===== config.mk =====
export PLATFORM = sky130hd
export DESIGN_NAME = arm_lsu
export DESIGN_NICKNAME = d
export VERILOG_FILES = /design/src/rtl/arm_lsu_pkg.sv /design/src/rtl/arm_lsu_lane_extract.sv /design/src/rtl/arm_lsu.sv
export SDC_FILE = /design/constraint.sdc
export NUM_CORES = 1
export LEC_CHECK = 0
export BUFFER_PORTS_ARGS = -buffer_cell sky130_fd_sc_hd__buf_2
export CORE_AREA = 2 2 163 165
export DETAILED_ROUTE_END_ITERATION = 7
export DIE_AREA = 0 0 165 167
export PLACE_DENSITY = 0.42
export SETUP_SLACK_MARGIN = 0.15
export SLEW_MARGIN = 25
export SYNTH_ARGS = -nofsm -noshare
export SYNTH_HDL_FRONTEND = slang
export SYNTH_SLANG_ARGS = --single-unit

===== constraint.sdc =====
create_clock -name clk -period 2.7 [get_ports clk]
set_input_delay 0.405 -clock clk [delete_from_list [all_inputs] [get_ports clk]]
set_output_delay 0.405 -clock clk [all_outputs]
set_load 0.1 [all_outputs]

===== src/rtl/arm_lsu_pkg.sv =====
// arm_lsu_pkg: shared types, lane helpers and byte-enable generation for arm_lsu
package arm_lsu_pkg;

    typedef enum logic [1:0] {SZ_BYTE, SZ_HALF, SZ_WORD, SZ_DWORD} lsu_size_t;
    typedef enum logic [1:0] {IDLE, ACCESS, RESP} lsu_state_t;

    localparam int MAX_LANES     = 8;
    localparam int MAX_LANE_BITS = $clog2(MAX_LANES);

    function automatic int lane_bits(input int data_w);
        return $clog2(data_w / 8);
    endfunction

    // 2^size contiguous lanes starting at offset, clipped to the bus width
    function automatic logic [MAX_LANES-1:0] be_gen(input lsu_size_t size,
                                                    input logic [MAX_LANE_BITS-1:0] offset,
                                                    input int nlanes);
        logic [MAX_LANES:0] w;
        w = ((9'd1 << (4'd1 << size)) - 9'd1) << offset;
        return w[MAX_LANES-1:0] & MAX_LANES'((9'd1 << nlanes) - 9'd1);
    endfunction

endpackage


===== src/rtl/arm_lsu_lane_extract.sv =====
// arm_lsu_lane_extract: selects load bytes at the lane offset and zero/sign-extends them
// With ARM_LSU_ROTATE_EN, word loads return the aligned word rotated right by 8*offset[1:0].
module arm_lsu_lane_extract
    import arm_lsu_pkg::*;
#(
    parameter int DATA_W = 32,
    parameter int OFF_W  = 2
) (
    input  logic [DATA_W-1:0] rdata,
    input  logic [OFF_W-1:0]  offset,
    input  lsu_size_t         size,
    input  logic              sgn,
    output logic [DATA_W-1:0] data
);

    logic [DATA_W-1:0] sh;
    logic [DATA_W-1:0] mask;
    logic [6:0]        nbits;
    logic              sbit;
`ifdef ARM_LSU_ROTATE_EN
    logic [31:0]       wrd;
    logic [31:0]       rot;
`endif

    // Shift the addressed lanes down, mask to the access size and extend from its top bit
    always_comb begin
`ifdef ARM_LSU_ROTATE_EN
        wrd   = 32'(rdata >> {offset & ~OFF_W'(3), 3'b000});
        rot   = 32'({wrd, wrd} >> {offset[1:0], 3'b000});
        sh    = (size == SZ_WORD) ? DATA_W'(rot) : rdata >> {offset, 3'b000};
`else
        sh    = rdata >> {offset, 3'b000};
`endif
        nbits = 7'd8 << size;
        mask  = ~({DATA_W{1'b1}} << nbits);
        sbit  = |(sh & mask & ~(mask >> 1));
        data  = (sh & mask) | ((sgn && sbit) ? ~mask : '0);
    end

endmodule


===== src/rtl/arm_lsu.sv =====
// arm_lsu: multi-cycle load/store unit with valid/ready request, aligned memory bus and timeout
// Optional macro ARM_LSU_ROTATE_EN: misaligned word loads fetch the aligned word and rotate it.
module arm_lsu
    import arm_lsu_pkg::*;
#(
    parameter int DATA_W      = 32,
    parameter int ADDR_W      = 32,
    parameter int TIMEOUT_CYC = 255
) (
    input  logic                clk,
    input  logic                reset,
    input  logic                req_valid,
    output logic                req_ready,
    input  logic                req_write,
    input  logic [1:0]          req_size,
    input  logic                req_signed,
    input  logic [ADDR_W-1:0]   req_addr,
    input  logic [DATA_W-1:0]   req_wdata,
    output logic                resp_valid,
    output logic [DATA_W-1:0]   resp_rdata,
    output logic                resp_err,
    output logic                mem_req,
    output logic                mem_we,
    output logic [ADDR_W-1:0]   mem_addr,
    output logic [DATA_W/8-1:0] mem_be,
    output logic [DATA_W-1:0]   mem_wdata,
    input  logic                mem_ack,
    input  logic [DATA_W-1:0]   mem_rdata
);

    localparam int LANES = DATA_W / 8;
    localparam int OFF_W = lane_bits(DATA_W);

    lsu_state_t        state, state_nx;
    logic [15:0]       cnt;
    logic              write_q, sgn_q, err_q;
    lsu_size_t         size_q;
    logic [ADDR_W-1:0] addr_q;
    logic [DATA_W-1:0] wdata_q, rdata_q, ext;
    logic              mis, bad, timeout;

    arm_lsu_lane_extract #(.DATA_W(DATA_W), .OFF_W(OFF_W)) u_extract (
        .rdata  (mem_rdata),
        .offset (addr_q[OFF_W-1:0]),
        .size   (size_q),
        .sgn    (sgn_q),
        .data   (ext)
    );

    // Legality of the incoming request and the timeout condition of the current access
    always_comb begin
        mis     = (req_addr[2:0] & ((3'd1 << req_size) - 3'd1)) != 3'd0;
`ifdef ARM_LSU_ROTATE_EN
        bad     = (lsu_size_t'(req_size) == SZ_DWORD && DATA_W == 32) ||
                  (mis && (req_write || lsu_size_t'(req_size) != SZ_WORD));
`else
        bad     = (lsu_size_t'(req_size) == SZ_DWORD && DATA_W == 32) || mis;
`endif
        timeout = cnt == 16'(TIMEOUT_CYC - 1);
    end

    // State register; async reset also drops an in-flight access without a response
    always_ff @(posedge clk or negedge reset) begin
        if (!reset) state <= IDLE;
        else        state <= state_nx;
    end

    // Next state: illegal requests skip the memory; ack wins over a same-cycle timeout
    always_comb begin
        state_nx = (state == IDLE)   ? (req_valid ? (bad ? RESP : ACCESS) : IDLE) :
                   (state == ACCESS) ? ((mem_ack || timeout) ? RESP : ACCESS) :
                                       IDLE;
    end

    // Request capture, access cycle counter and response data/error registers
    always_ff @(posedge clk or negedge reset) begin
        if (!reset) begin
            cnt     <= '0;
            write_q <= 1'b0;
            sgn_q   <= 1'b0;
            err_q   <= 1'b0;
            size_q  <= SZ_BYTE;
            addr_q  <= '0;
            wdata_q <= '0;
            rdata_q <= '0;
        end else if (state == IDLE && req_valid) begin
            cnt     <= '0;
            write_q <= req_write;
            sgn_q   <= req_signed;
            err_q   <= bad;
            size_q  <= lsu_size_t'(req_size);
            addr_q  <= req_addr;
            wdata_q <= req_wdata;
            rdata_q <= '0;
        end else if (state == ACCESS) begin
            cnt     <= cnt + 16'd1;
            err_q   <= !mem_ack && timeout;
            rdata_q <= (mem_ack && !write_q) ? ext : '0;
        end
    end

    // Outputs: bus signals only while accessing, response only in RESP
    always_comb begin
        req_ready  = state == IDLE;
        mem_req    = state == ACCESS;
        mem_we     = mem_req && write_q;
        mem_addr   = mem_req ? addr_q & ~ADDR_W'(LANES - 1) : '0;
        mem_be     = mem_req ? LANES'(be_gen(size_q,
                                 MAX_LANE_BITS'(addr_q[OFF_W-1:0]) & ~((3'd1 << size_q) - 3'd1),
                                 LANES)) : '0;
        mem_wdata  = !mem_req              ? '0 :
                     (size_q == SZ_BYTE)   ? {LANES{wdata_q[7:0]}} :
                     (size_q == SZ_HALF)   ? {(LANES/2){wdata_q[15:0]}} :
                     (size_q == SZ_WORD)   ? {(LANES/4){wdata_q[31:0]}} :
                                             wdata_q;
        resp_valid = state == RESP;
        resp_err   = resp_valid && err_q;
        resp_rdata = resp_valid ? rdata_q : '0;
    end

endmodule


==> results of run 1 <==
==> metal layers <==
metal | wire length (um) | vias up | part of all wire (%)
met2 | 9522 | 196 | 45
met4 | 242 | 6 | 1.1
li1 | - | 2875 | -
met1 | 9548 | 2704 | 45
met5 | 43 | - | 0.20
met3 | 1947 | 22 | 9.1
==> state kept, by name, indices dropped and copies added (netlist names) <==
name and flops:
wdata_q 32, sgn_q 1, state 2, rdata_q 32, size_q 2, addr_q 32, cnt 16, write_q 1
err_q 1
==> path summary, 6_finish.rpt <==
check	cells past startpoint	startpoint	end	slack, ns
setup / recovery	7	size_q[1]	mem_be[3]	0.18
hold / removal	1	reset	addr_q[8]	-0.008
setup reg to reg	5	addr_q[0]	rdata_q[22]	0.83
hold reg to reg	2	addr_q[9]	addr_q[9]	0.46
max in group asynchronous	2	reset	addr_q[1]	1.99
min in group clk	3	req_wdata[22]	wdata_q[22]	0.17
==> power groups by stage <==
stage / combinational [uW] / sequential, uW / clock, uW
floorplan: 2520 / 2370 / 0
global placement: 3560 / 2490 / 0
detailed placement: 3570 / 2490 / 0
CTS: 3630 / 2470 / 2380
global route: 3980 / 2530 / 2470
finish: 3690 / 2470 / 2330
==> layout make-up <==
class                           instances  area, um2
Antenna cell                            5      12.51
Clock buffer                           20      456.7
Clock inverter                         12      142.6
Fill cell                            2590      15830
Inverter                                5      21.27
Multi-Input combinational cell        576       3313
Sequential cell                       119       2978
Tap cell                              335      419.2
Timing Repair Buffer                  231       2595
==> through the flow <==
step | util (%) | TNS (ns) | power [uW]
3_5_place_dp | 35.65 | 0 | 6060
6_report | 38.58 | 0 | 8489
5_1_grt | 38.54 | 0 | 8971
3_3_place_gp | 35.65 | 0 | 6051
2_1_floorplan | - | -0.1447 | 4888
4_1_cts | 38.16 | 0 | 8480
==> timing repair <==
action / 4_1_cts / 5_1_grt
gates resized for setup: 7 / 13
pin swaps: 2 / 7
endpoints found under the setup margin: 4 / 1
gates cloned: 0 / 0
buffers inserted: 3 / 3
==> synthesized netlist by cell type (2+ instances only) <==
cell      number
nand2_1      261
dfrtp_1      119
and2_1        82
nor2_1        49
mux2i_1       38
clkbuf_1      31
a21oi_1       28
o21ai_0       20
a221o_1       18
buf_2         14
nand3_1       13
mux2_2         8
ha_1           5
inv_1          5
nor3_1         5
and4_1         4
nand2b_1       4
nand4_1        4
o31ai_1        4
nor2b_1        3
o211ai_1       3
o21bai_1       3
buf_1          2
buf_4          2
buf_6          2
nand3b_1       2
nand4b_1       2
nor3b_2        2
nor4_1         2
xnor2_1        2
==> kinds of logic (layout without fill, tap and decap cells) <==
group                      Yosys count  count (layout)  synth area share (%)
and+or+nand+nor                    436             436                 31.00
DFF                                119             119                 47.00
AOI/OAI and AO/OA                   84              84                 8.946
buffers and inverters               56             268                 3.949
muxes                               47              47                 7.780
adders and majority gates            5               5                0.9874
xor gates and xnor gates             2               2                0.2765
other                                1               7               0.05918
==> worst register-to-register path, stage by stage (launching register included) <==
cell      delay (ns)
dfrtp_1         0.54
buf_12          0.26
nand4b_1        0.10
a21oi_1         0.08
o31a_4          0.47
a221o_1         0.29
==> flow_summary.json, run 1 <==
{
  "clock_latency_ns": 0.42,
  "die_h_um": 167,
  "cap_violations": 0,
  "violations": "hold timing",
  "drive_gt1_share_pct": 33.33,
  "synth.top_cell.area_share_pct": 47.00,
  "critPathMaxFanout": 3,
  "grt_pass1_wl_um": 33460,
  "power.leakage_uw": 0.004775,
  "dieArea_um2": 27560,
  "io_pins": 209,
  "dp_slack_ns": 0.3266,
  "worst_slack_ns": 0.1830,
  "cp_slowest_cell": "dfrtp_1",
  "setup_violations": 0,
  "holdWs_ns": -0.007629,
  "cts_buffers": 17,
  "holdCritPathClass": "in2async",
  "global_route.usage.met1_pct": 20.96,
  "crit_path_cell_trace": "or2_4 > buf_6 > ha_4 > nand2_4 > a221oi_4 > nor2_4 > buf_12",
  "outcome": "complete, but fails checks",
  "grt_busiest_layer": "met2",
  "p_switching_uw": 3625,
  "io_buffers": 206,
  "use_met2_pct": 24.02,
  "drc": 0,
  "netlist_area_um2": 6336,
  "final_antenna_net_count": 0,
  "antenna_found_initial": 7,
  "grtUsageTotal_pct": 15.72,
  "rsz0062_at_grt": "yes",
  "fmax_mhz": 397.3,
  "cp-end-kind": "primary output",
  "p_comb_share_pct": 43.5,
  "finalCriticalPeriod_ns": 2.517,
  "instances_no_fill": 1303,
  "yosys_warnings": 0,
  "area_delta_synth_final_pct": 56.85,
  "cpLargestDelayFamily": "simple AND/OR/NAND/NOR gates",
  "start_util_pct": 24.59,
  "postSynthAreaPerCell_um2": 8.448,
  "synth_edf_count": 0,
  "max_stage_delay_ns": 0.40,
  "cp_num_buf_inv": 2,
  "tightest_slew_ns": 0.5850,
  "power_frac_clock_pct": 27.4,
  "cts_tree": "yes",
  "power_frac_seq_pct": 29.1,
  "grt_use_met3_pct": 6.351,
  "cts-root-buf": "clkbuf_16",
  "crit_arrival_ns": 2.11,
  "hold_violations": 14,
  "drt-total-wl_um": 21300,
  "max-slew-margin-rel_pct": 61.00,
  "synth_area_leaders": "dfrtp_1 47%, nand2_1 15%, and2_1 8.1%",
  "avgRoutedWirePerCell_um": 16.35,
  "nNetsFinal": 1059,
  "critPathKind": "reg2out",
  "internal_power_uw": 4864,
  "peakVddDrop_mv": 0.3917,
  "drtIter0Drc": 301,
  "routabilityCongestion": 0.8080,
  "yosysSeqAreaShare_pct": 47.00,
  "mostFrequentLayoutCell": "nand2_1",
  "power.density_nw_per_um2": 854.2,
  "startpoint_type": "flop",
  "path_clk_slew_ns": 0.06,
  "grt_pass1_vias": 5931,
  "sw_frac_of_total_pct": 42.70,
  "synthCells": 750,
  "clk_path_buf_depth": 2,
  "dpl-instance-area_um2": 9184,
  "synth_ff_type": "dfrtp_1",
  "synthArstFlopShare_pct": 100.0,
  "via_count": 5803,
  "core_um2": 25760,
  "yosys.area.top_type": "dfrtp_1",
  "yosysUniqueCellTypes": 43,
  "die_x_um": 165,
  "routed_via_density": 4.454,
  "synth_seq_cells": 119,
  "cts.sinks": 119,
  "final_cell_mix": "258 x nand2_1, 119 x dfrtp_1, 119 x buf_2, 92 x buf_12, 81 x and2_1",
  "finClkSkew_ns": 0.01057,
  "std_cell_rows": 59,
  "worst_ep_required_time_ns": 2.30,
  "final_area_um2": 9938,
  "dp_cells": 1260,
  "dr.pass1.iters": 6,
  "gr-total-overflow": 0,
  "slew_viol_final": 0,
  "htree_levels": 4,
  "hold_buffers": 0,
  "dpl.hpwl_um": 14950,
  "grt_max_degree": 74,
  "fin_crit_sh_pct": 93.22
}
(Power assumes the default switching activity.)
==> run 2: changes to the inputs <==
--- a/config.mk
+++ b/config.mk
@@ -9,7 +9,7 @@
 export CORE_AREA = 2 2 163 165
 export DETAILED_ROUTE_END_ITERATION = 7
 export DIE_AREA = 0 0 165 167
-export PLACE_DENSITY = 0.42
+export PLACE_DENSITY = 0.53
 export SETUP_SLACK_MARGIN = 0.15
 export SLEW_MARGIN = 25
 export SYNTH_ARGS = -nofsm -noshare
==> run 2 against run 1 <==
Die area stayed put. Critical endpoint unchanged. Sequential share of layout area grew 0.076 points. Highest routed layer unchanged. Non-clock buffer count shrank 2. Combinational power about the same. The flow now finishes without violations. Worst setup slack gained 0.027 ns. Largest power group unchanged. Maximum frequency increased by 1.1%.
==> flow_summary.json, run 2 (synthesis gave the netlist of run 1 again) <==
{
  "clk_path_buf_depth": 2,
  "dieArea_um2": 27560,
  "dpl-instance-area_um2": 9181,
  "crit_path_cell_trace": "or2_4 > buf_6 > ha_4 > xnor2_4 > a221oi_4 > nor2_4 > buf_12",
  "cts.sinks": 119,
  "peakVddDrop_mv": 0.4364,
  "setup_violations": 0,
  "routabilityCongestion": 0.8642,
  "final_area_um2": 9913,
  "critPathKind": "reg2out",
  "dr.pass1.iters": 4,
  "final_util_pct": 38.48,
  "path_clk_slew_ns": 0.06,
  "max-slew-margin-rel_pct": 56.82,
  "io_buffers": 206,
  "cap_violations": 0,
  "critPathMaxFanout": 4,
  "core_um2": 25760,
  "clock_latency_ns": 0.42,
  "fin_crit_sh_pct": 92.21,
  "crit_arrival_ns": 2.08,
  "hold_buffers": 0,
  "grtUsageTotal_pct": 15.16,
  "dp_cells": 1258,
  "internal_power_uw": 4775,
  "die_x_um": 165,
  "fmax_mhz": 401.7,
  "global_route.usage.met1_pct": 19.41,
  "cpLargestDelayFamily": "flip-flops",
  "worst_ep_required_time_ns": 2.30,
  "finClkSkew_ns": 0.01144,
  "grt_pass1_wl_um": 32470,
  "startpoint_type": "flop",
  "cp_num_buf_inv": 2,
  "rsz0062_at_grt": "yes",
  "final_antenna_net_count": 0,
  "finalCriticalPeriod_ns": 2.490,
  "power_frac_seq_pct": 29.4,
  "nNetsFinal": 1057,
  "grt_use_met3_pct": 6.526,
  "std_cell_rows": 59,
  "via_count": 5892,
  "p_comb_share_pct": 43.9,
  "cts_tree": "yes",
  "fillers": 2615,
  "use_met2_pct": 23.46,
  "power.leakage_uw": 0.004765,
  "cts_buffers": 17,
  "sw_frac_of_total_pct": 43.40,
  "drc": 0,
  "final_cell_mix": "258 x nand2_1, 119 x dfrtp_1, 119 x buf_2, 93 x buf_12, 81 x and2_1",
  "gr-total-overflow": 0,
  "dpl.hpwl_um": 14790,
  "multiInputGateArea_um2": 3322,
  "power_frac_clock_pct": 26.8,
  "io_pins": 209,
  "p_total_uw": 8436,
  "tightest_slew_ns": 0.6478,
  "area_delta_synth_final_pct": 56.46,
  "htree_levels": 4,
  "slew_viol_final": 0,
  "seq_area_um2": 2978,
  "cp-end-kind": "primary output",
  "drive_gt1_share_pct": 33.09,
  "avgRoutedWirePerCell_um": 15.90,
  "p_switching_uw": 3662,
  "cts-root-buf": "clkbuf_16",
  "worst_slack_ns": 0.2104,
  "grt_pass1_vias": 5844,
  "drt-total-wl_um": 20620,
  "instances_no_fill": 1297,
  "drtIter0Drc": 284,
  "die_h_um": 167,
  "grt_busiest_layer": "met2",
  "grt_max_degree": 59,
  "hold_violations": 0,
  "routed_via_density": 4.543,
  "dp_slack_ns": 0.3650,
  "start_util_pct": 24.59,
  "holdCritPathClass": "in2async",
  "cp_slowest_cell": "dfrtp_1",
  "antenna_found_initial": 7,
  "max_stage_delay_ns": 0.41,
  "mostFrequentLayoutCell": "nand2_1",
  "reg_top3": "addr_q x32, rdata_q x32, wdata_q x32",
  "power.density_nw_per_um2": 851.0,
  "outcome": "completed"
}
-- run 2: cell count changes in the layout (fill, tap and decap cells not counted), moves of 2 or more --
cell	previous run	this run
buf_4	18	15
clkinv_4	5	1
diode_2	5	1
inv_6	3	6
inv_8	0	2
-- run 2: worst paths after layout --
path	cells after the start	to	slack, ns	from
worst max-delay path	7	mem_be[3]	0.21	size_q[0]
worst min-delay path	1	rdata_q[25]	0.004	reset
worst max register to register	4	rdata_q[28]	0.76	addr_q[1]
worst min register to register	2	addr_q[25]	0.46	addr_q[25]
max in group asynchronous	2	cnt[0]	1.97	reset
min in group clk	3	wdata_q[19]	0.16	req_wdata[19]
-- run 2: worst register-to-register path: cells and delay by family (launching register included) --
family / cells / cell delay [ns]
AO/OA/AOI/OAI: 2 / 0.72
flip-flops: 1 / 0.67
multiplexers: 1 / 0.33
AND/OR/NAND/NOR: 1 / 0.10
-- run 2: power groups by stage --
stage	Combinational [uW]	Sequential (uW)	Clock (uW)
detailed placement	3540	2510	0
finish	3700	2480	2260
global placement	3530	2490	0
global route	3960	2530	2420
floorplan	2520	2370	0
CTS	3630	2480	2320
-- run 2: layout make-up --
class / count / share of cell area, %
diodes: 1 / 0.02524
repair buffers: 229 / 26.15
inverters: 5 / 0.2146
flip-flops and latches: 119 / 30.04
clock buffers: 18 / 4.430
clock inverters: 14 / 1.401
multi-input cells: 576 / 33.51
well taps: 335 / 4.228
-- run 2: through the flow --
step                      TNS (ns)  hold WS [ns]
final                            0      0.004007
after global routing             0       0.02912
after CTS                        0       0.01728
after detailed placement         0        0.4542
after global placement           0        0.4489
after floorplan            -0.1447        0.1094
-- run 2: routing by layer --
| layer | routed length [um] | part of all wire [%] | vias up |
|---|---|---|---|
| met5 | 86 | 0.42 | - |
| met4 | 295 | 1.4 | 12 |
| met3 | 2009 | 9.7 | 36 |
| met2 | 9361 | 45 | 201 |
| met1 | 8871 | 43 | 2779 |
| li1 | - | - | 2864 |
-- run 2: timing repair --
| item | CTS | global route |
|---|---|---|
| buffers inserted | 2 | 4 |
| pin swaps | 3 | 6 |
| cloned | 0 | 0 |
| hold endpoints to repair | 0 | 0 |
| endpoints found under the setup margin | 4 | 1 |
| resized for setup | 9 | 11 |
==> run 3: changes to the inputs <==
--- a/config.mk
+++ b/config.mk
@@ -10,6 +10,7 @@
 export DETAILED_ROUTE_END_ITERATION = 7
 export DIE_AREA = 0 0 165 167
 export PLACE_DENSITY = 0.53
+export RECOVER_POWER = 50
 export SETUP_SLACK_MARGIN = 0.15
 export SLEW_MARGIN = 25
 export SYNTH_ARGS = -nofsm -noshare
==> run 3 against run 2 <==
Final area decreased by 0.48%. Flip-flop and latch count unchanged. Clock-buffer cell count unchanged. Core utilization decreased by 0.18 points. Routed wire length about the same. Power is 0.22% lower. Hold slack gained 0.16 ns. Worst setup slack better by 0.0010 ns. Clock power hardly changed. Largest power group unchanged.
==> flow_summary.json, run 3 (synthesis gave the netlist of run 1 again) <==
{
  "hold_violations": 0,
  "std_cell_rows": 59,
  "power_frac_clock_pct": 26.9,
  "grt_pass1_vias": 5844,
  "path_clk_slew_ns": 0.07,
  "max-slew-margin-rel_pct": 18.96,
  "multiInputGateArea_um2": 3317,
  "htree_levels": 4,
  "setup_violations": 0,
  "dpl-instance-area_um2": 9181,
  "drtIter0Drc": 313,
  "start_util_pct": 24.59,
  "r2r_start": "state[0]",
  "dp_slack_ns": 0.3650,
  "outcome": "completed",
  "cap_violations": 0,
  "fin_crit_sh_pct": 92.17,
  "cts_tree": "yes",
  "p_comb_share_pct": 43.7,
  "reg_top3": "addr_q x32, rdata_q x32, wdata_q x32",
  "holdWs_ns": 0.1656,
  "crit_arrival_ns": 2.08,
  "die_h_um": 167,
  "area_delta_synth_final_pct": 55.71,
  "dpl.hpwl_um": 14790,
  "routed_via_density": 4.530,
  "startpoint": "size_q[0]",
  "slew_viol_final": 0,
  "cts.sinks": 119,
  "drive_gt1_share_pct": 32.67,
  "hold_start": "req_wdata[19]",
  "startpoint_type": "flop",
  "holdCritPathClass": "in2reg",
  "mostFrequentLayoutCell": "nand2_1",
  "instances_no_fill": 1297,
  "final_antenna_net_count": 0,
  "final_area_um2": 9866,
  "drc": 0,
  "cp_slowest_cell": "dfrtp_1",
  "finClkSkew_ns": 0.01021,
  "grt_pass1_wl_um": 32470,
  "fmax_mhz": 401.8,
  "sw_frac_of_total_pct": 43.47,
  "grtUsageTotal_pct": 15.16,
  "io_buffers": 206,
  "drt-total-wl_um": 20630,
  "dp_cells": 1258,
  "seq_area_um2": 2978,
  "fin_setup_tns_ns": 0,
  "avgRoutedWirePerCell_um": 15.91,
  "critPathKind": "reg2out",
  "dieArea_um2": 27560,
  "peakVddDrop_mv": 0.4362,
  "via_count": 5876,
  "gr-total-overflow": 0,
  "core_um2": 25760,
  "rsz0062_at_grt": "yes",
  "cp-end-kind": "primary output",
  "io_pins": 209,
  "internal_power_uw": 4758,
  "die_x_um": 165,
  "nNetsFinal": 1057,
  "antenna_found_initial": 7,
  "power_frac_seq_pct": 29.4,
  "clk_path_buf_depth": 2,
  "finalCriticalPeriod_ns": 2.489,
  "p_switching_uw": 3659,
  "cts-root-buf": "clkbuf_16",
  "worst_slack_ns": 0.2114,
  "dr.pass1.iters": 4,
  "max_stage_delay_ns": 0.41,
  "clock_latency_ns": 0.42,
  "final_cell_mix": "259 x nand2_1, 119 x dfrtp_1, 119 x buf_2, 91 x buf_12, 81 x and2_1",
  "tightest_slew_ns": 1.216,
  "cts_buffers": 17,
  "fillers": 2625,
  "routabilityCongestion": 0.8642,
  "power.density_nw_per_um2": 853.2,
  "grt_max_degree": 59,
  "hold_buffers": 0,
  "power.leakage_uw": 0.004745,
  "worst_ep_required_time_ns": 2.30,
  "critPathMaxFanout": 4,
  "rrSetupSlack_ns": 0.44,
  "crit_path_cell_trace": "or2_4 > buf_6 > ha_4 > xnor2_4 > a221oi_4 > nor2_4 > buf_12"
}
[run 3: changes by cell type in the layout (fill, tap and decap cells not counted), sizes merged]
cell    previous run  this run
buf              229       223
clkbuf            18        24
[run 3: final timing paths]
kind	to	cells past startpoint
worst max-delay path	mem_be[3]	7
worst min-delay path	wdata_q[19]	3
worst max register to register	cnt[8]	5
worst min register to register	addr_q[25]	2
max in group asynchronous	addr_q[31]	2
min in group asynchronous	rdata_q[0]	1
[run 3: per-stage QoR]
stage          power (uW)  utilization, %
3_3_place_gp         6020           35.64
6_report             8418           38.29
5_1_grt              8887           38.28
2_1_floorplan        4888               -
4_1_cts              8432           38.13
3_5_place_dp         6049           35.64
[run 3: power groups by stage]
stage / Combinational [uW] / Clock (uW) / Sequential [uW]
after global routing: 3940 / 2420 / 2530
after global placement: 3530 / 0 / 2490
after floorplan: 2520 / 0 / 2370
after CTS: 3630 / 2320 / 2480
final: 3680 / 2260 / 2480
after detailed placement: 3540 / 0 / 2510
[run 3: layer usage]
layer,global-route usage [%],wire [um],vias up
met3,6.526,1982,31
li1,-,-,2863
met1,19.41,8793,2761
met5,0,83,-
met2,23.46,9507,209
met4,3.856,264,12
[run 3: what timing repair did]
action / CTS / global route
setup endpoints to repair: 4 / 1
resized for setup: 9 / 11
pin swaps: 3 / 6
setup buffers: 2 / 4
[run 3: cell type report]
class | count | share of cell area, %
antenna | 1 | 0.02536
clock inverter | 14 | 1.408
clock buffer | 18 | 4.451
timing repair buffer | 229 | 25.85
sequential | 119 | 30.18
inverter | 5 | 0.2156
multi-input combinational | 576 | 33.62
tap | 335 | 4.249
[run 3: worst max-delay path: cells and delay by family, from the launching register on]
kind / cells / cell delay (ns)
AO/OA/AOI/OAI: 1 / 0.29
XOR/XNOR: 1 / 0.15
adder cells (fa/ha/maj): 1 / 0.17
buffers and inverters: 2 / 0.31
flip-flops: 1 / 0.41
AND/OR/NAND/NOR: 2 / 0.35
